**src/rtl/core_pkg.sv**
```systemverilog
// core_pkg: shared return-tracking state and write-enable constants
package core_pkg;
  typedef enum logic [1:0] {RET_NONE, RET_IF, RET_D} ret_state_t;
  localparam logic [3:0] WE_NONE = 4'b0000;
endpackage

```
**src/rtl/mem_port_arbiter.sv**
```systemverilog
// mem_port_arbiter: shares one single-ported memory between fetch and data ports
module mem_port_arbiter
  import core_pkg::*;
#(
  parameter int ADDR_W = 32,
  parameter int DATA_W = 32,
  parameter int MAX_D_RUN = 4
) (
  input  logic              clk,
  input  logic              rst,
  input  logic              if_req,
  input  logic [ADDR_W-1:0] if_addr,
  output logic              if_gnt,
  output logic              if_rvalid,
  output logic [DATA_W-1:0] if_rdata,
  input  logic              d_req,
  input  logic [3:0]        d_we,
  input  logic [ADDR_W-1:0] d_addr,
  input  logic [DATA_W-1:0] d_wdata,
  output logic              d_gnt,
  output logic              d_rvalid,
  output logic [DATA_W-1:0] d_rdata,
  output logic              mem_en,
  output logic [3:0]        mem_we,
  output logic [ADDR_W-1:0] mem_addr,
  output logic [DATA_W-1:0] mem_wdata,
  input  logic [DATA_W-1:0] mem_rdata,
  output logic              stall
);
  ret_state_t ret, ret_nxt;
  logic [3:0] d_run, d_run_nxt;
  logic [DATA_W-1:0] if_q, d_q;
  logic f_turn;
  always_comb begin
    f_turn = d_run == 4'(MAX_D_RUN);
    d_gnt = ~rst & d_req & ~(if_req & f_turn);
    if_gnt = ~rst & if_req & ~d_gnt;
    mem_en = if_gnt | d_gnt;
    mem_we = d_gnt ? d_we : WE_NONE;
    mem_addr = d_gnt ? d_addr : if_gnt ? if_addr : '0;
    mem_wdata = d_gnt ? d_wdata : '0;
    stall = (if_req & ~if_gnt) | (d_req & ~d_gnt);
    ret_nxt = if_gnt ? RET_IF : (d_gnt && d_we == WE_NONE) ? RET_D : RET_NONE;
    // a data grant with fetch waiting implies d_run < MAX_D_RUN, so this saturates
    d_run_nxt = (~if_req | if_gnt) ? 4'd0 : d_gnt ? d_run + 4'd1 : d_run;
    // reset drops a return that lands in the reset cycle
    if_rvalid = ~rst & (ret == RET_IF);
    d_rvalid = ~rst & (ret == RET_D);
    if_rdata = if_rvalid ? mem_rdata : if_q;
    d_rdata = d_rvalid ? mem_rdata : d_q;
  end
  always_ff @(posedge clk) begin
    if (rst) begin
      ret <= RET_NONE;
      d_run <= 4'd0;
      if_q <= '0;
      d_q <= '0;
    end else begin
      ret <= ret_nxt;
      d_run <= d_run_nxt;
      if (if_rvalid) if_q <= mem_rdata;
      if (d_rvalid) d_q <= mem_rdata;
    end
  end
endmodule

```
**config.mk**
```make
export PLATFORM = sky130hd
export DESIGN_NAME = mem_port_arbiter
export DESIGN_NICKNAME = d
export VERILOG_FILES = /design/src/rtl/core_pkg.sv /design/src/rtl/mem_port_arbiter.sv
export SDC_FILE = /design/constraint.sdc
export NUM_CORES = 1
export LEC_CHECK = 0
export ABC_AREA = 1
export CORE_ASPECT_RATIO = 0.9
export CORE_UTILIZATION = 40
export CTS_CLUSTER_DIAMETER = 150
export DETAILED_ROUTE_END_ITERATION = 8
export PLACE_DENSITY = 0.9
export SLEW_MARGIN = 20
export SYNTH_ARGS = -nofsm -noshare
export SYNTH_HDL_FRONTEND = slang
export SYNTH_SLANG_ARGS = --single-unit
```
**constraint.sdc**
```tcl
create_clock -name clk -period 3.4 [get_ports clk]
set_input_delay 0.68 -clock clk [delete_from_list [all_inputs] [get_ports clk]]
set_output_delay 0.68 -clock clk [all_outputs]
set_load 0.05 [all_outputs]
```
Word level (Yosys, flattened, before mapping) --
Index checks and enable logic that the tools add are counted.
Operators by class: muxes and demuxes 8, add/sub/neg operators 1, reduce and logical (&&, ||, !) cells 4, equal/unequal tests 3, bitwise operators 17
Operators with widths (count):
- two-way mux 32 bit | 5
- bitwise AND 1 bit | 9
- inverter 1 bit | 5
- adder 4 x 1 -> 4 bit, second input constant | 1
- equality test 4 x 3 -> 1 bit, second input constant | 1
- logical NOT 4 bit | 1
- two-way mux 4 bit | 1
- OR reduction 2 bit | 2
- OR 1 bit | 3
- equality test 2 x 1 -> 1 bit, second input constant | 1
- equality test 2 bit, second input constant | 1
- two-way mux 2 bit | 1
- logical AND 1 bit | 1
- two-way mux 1 bit | 1
Word-level totals: register bits after elaboration 70, output and inout bits 138, input port bits 136

Logic depth before layout (Yosys ltp) --
depth in word-level cells 9, mapped depth 9, mapped depth without buffers 8

Worst setup path after synthesis --
Ideal clock, no wire load.
kind input to output, start point in if_req, end point out if_gnt, path buffers 0, arrival time 1.926 ns, slack 0.794 ns, stages 6, required time 2.720 ns, cell sequence nand2_1 inv_1 nand2_2 nand2_2 inv_1 nor2_1
Between the ends: cells in the longest elaborated chain, start to end 5, elaborated cells on any way between the ends 6
Ends and longest elaborated chain:
- from (decl) | line mem_port_arbiter.sv:11 | input logic if_req,
- bitwise AND 1 bit | line mem_port_arbiter.sv:36 | d_gnt = ~rst & d_req & ~(if_req & f_turn);
- inverter 1 bit | line mem_port_arbiter.sv:36
- bitwise AND 1 bit | line mem_port_arbiter.sv:36
- net d_gnt | line mem_port_arbiter.sv:20 | output logic d_gnt,
- inverter 1 bit | line mem_port_arbiter.sv:37 | if_gnt = ~rst & if_req & ~d_gnt;
- bitwise AND 1 bit | line mem_port_arbiter.sv:37
- to (decl) | line mem_port_arbiter.sv:13 | output logic if_gnt,
The timed path passes the listed nets, and every way through them passes these cells.

Final worst setup path --
start point in if_req, end point out if_gnt
Between the ends: cells in the longest elaborated chain, start to end 5, elaborated cells on any way between the ends 6
Ends and longest elaborated chain (line):
- bitwise AND 1 bit | mem_port_arbiter.sv:36
- inverter 1 bit | mem_port_arbiter.sv:36
- bitwise AND 1 bit | mem_port_arbiter.sv:36
- inverter 1 bit | mem_port_arbiter.sv:37
- bitwise AND 1 bit (*) | mem_port_arbiter.sv:37
Mark *: on every way between the ends. The rest lies on a longest branch, timed or not.

==> run summary <==
status -> completed
vias in the first global route -> 4836
critical path startpoint category -> input port
Die Ht -> 99.6 µm
CTS tree -> built
WHS -> 0.472 ns
register area -> 0.00140 mm²
vias post-DR -> 4993
Iteration-0 DRC Markers -> 351
Critical path origin -> if_req
placeable core area -> 0.0102 mm²
RSZ-0062 raised after global routing -> no
antenna violations before repair -> 1
Core Rows -> 35
power consumption -> 2800 µW
endpoints failing hold -> 0
DIE WIDTH -> 110 µm
Seq/Total Area, Yosys -> 33.1%
Reg clk slew, reported paths -> 0.05 ns
Net Count, Synth -> 835
Final HPWL DP -> 13400 µm
flop and latch count out of synthesis -> 70
largest net degree at the start of global routing -> 72
CTS Hold Bufs -> 0
ANT cells -> 0
final instance area -> 0.00802 mm²
pwr dens -> 349 mW/mm²
clk sinks -> 70
Max Slew Vio Count -> 0
total CTS buffers -> 9
CP Max Fanout -> 71
CTS Buffer Depth -> 2
port buffer count -> 273
Total Routing Usage GR -> 30.4%
Reg-to-Reg Start -> d_run[0]
Max-cap violations -> 0
Post-Place Cell Area -> 0.00769 mm²
period utilization -> 90.7%
htree depth -> 3
number of vias per cell -> 4.57
utilization after layout -> 78.2%
Crit. End Element -> output port
Setup-failing EPs final -> 0
area of the multi-input gates -> 0.00183 mm²
DR DRC count -> 0
syn avg cell area -> 6.07 µm²
post-CTS setup buffer count -> 0
Post-DRT Antenna Nets -> 0
# nets final -> 1096
Post-Syn Area -> 0.00423 mm²
Clk Latency, worst-skew pair -> 0.33 ns
minimum clock period -> 3.08 ns
worst rel slew slack -> 67.8%
total die area -> 0.0110 mm²
Pre-Repair DR Iteration Count -> 5
synth warn -> 0
routability cong. -> 0.852
first-pass GRT wire length -> 25600 µm
Crit path required time -> 2.72 ns
worst endpoint data arrival time -> 2.40 ns
HP Class -> reg2reg
area delta synth->final -> 89.4%
worst slew pin tran -> 0.483 ns
# IOs -> 274
Max VDD drop -> 0.000279 V
clock root cell -> clkbuf_16
Routed WL per cell -> 15.4 µm
Initial Utilization -> 41.3%
fillers -> 704
Post-Synthesis Cells -> 697
CTS resizes -> 0
share of cells above drive strength 1 -> 24.9%
synth unique cells -> 22
Total Routed Length -> 16800 µm
setup TNS -> 0 ns
Crit Path Class -> in2out
f_max -> 0.324 GHz
final setup skew -> 0.00646 ns
gr ovfl total -> 0
Leak -> 0.00448 µW
hold path startpoint -> d_run[0]
[cell usage after synthesis, drive strengths merged]
| library cell | count | area, µm² |
|---|---|---|
| inv | 207 | 777 |
| nand2 | 166 | 651 |
| nor2 | 112 | 490 |
| dfxtp | 70 | 1400 |
| nand3 | 66 | 330 |
| o21ai | 32 | 280 |
| buf | 29 | 205 |
| clkbuf | 8 | 31.3 |
| ha | 2 | 25.0 |
| maj3 | 1 | 10.0 |
| nand3b | 1 | 7.51 |
| nand4 | 1 | 6.26 |
| xnor2 | 1 | 8.76 |
| xor2 | 1 | 8.76 |
[stage by stage]
step,cells,setup slack [ns]
6_report,1092,0.317
5_1_grt,1092,0.228
4_1_cts,1092,0.317
3_5_place_dp,1076,0.331
3_3_place_gp,1076,0.347
2_1_floorplan,697,0.794
[final timing paths]
kind / cells past startpoint / to / slack [ns]
hold reg to reg: 1 / d_run[0] / 0.47
hold / removal: 1 / d_run[0] / 0.47
setup reg to reg: 9 / ret[0] / 1.85
setup / recovery: 9 / if_gnt / 0.32
[metal layers]
metal	track usage, %	routed length, µm
met5	0	13
met4	10.2	374
met3	8.71	1240
met2	56.8	8820
met1	32.9	6370
[state kept, by name (all words and copies together) (netlist names)]
| signal | count |
|---|---|
| ret | 2 |
| d_q | 32 |
| d_run | 4 |
| if_q | 32 |
[cell type report]
type | count | share of cell area (%)
inverter | 207 | 9.69
sequential | 70 | 17.5
clock inverter | 5 | 1.01
clock buffer | 11 | 3.03
tap | 129 | 2.01
multi-input combinational | 383 | 22.8
timing repair buffer | 287 | 44.0
[critical path, cell delays in order]
cell and delay (ns):
clkdlybuf4s50_1 0.59, nand2_1 0.08, inv_1 0.07, nand2_2 0.07, nand2_2 0.08, buf_12 0.28, inv_1 0.15, nor2_1 0.20
buf_12 0.17
[where the power goes]
part,internal (µW),switching (µW)
registers,843,6.63
logic,412,536
clock network,663,339
[placed cells by master (no fill, tap or decap)]
cell               n
inv_1            206
nand2_1          154
clkdlybuf4s50_1  134
nor2_1            85
buf_12            83
dfxtp_1           70
buf_4             69
nand3_1           66
o21ai_2           32
nor2_2            26
nand2_2           11
clkbuf_16          9
ha_1               2
bufinv_16          2
nor2_4             1
inv_2              1
nand3b_1           1
nand2_4            1
maj3_1             1
xnor2_1            1
nand4_1            1
xor2_1             1
inv_6              1
clkinvlp_4         1
clkbuf_8           1
clkbuf_1           1
clkinv_2           1
buf_2              1
[logic make-up after synthesis]
group,share of synthesized area (%)
AND/OR/NAND/NOR,35.1
buffers and inverters,23.9
flip-flops,33.1
AO/OA/AOI/OAI,6.62
adder cells (fa/ha/maj),0.828
XOR/XNOR,0.414
(Power assumes the default switching activity.)
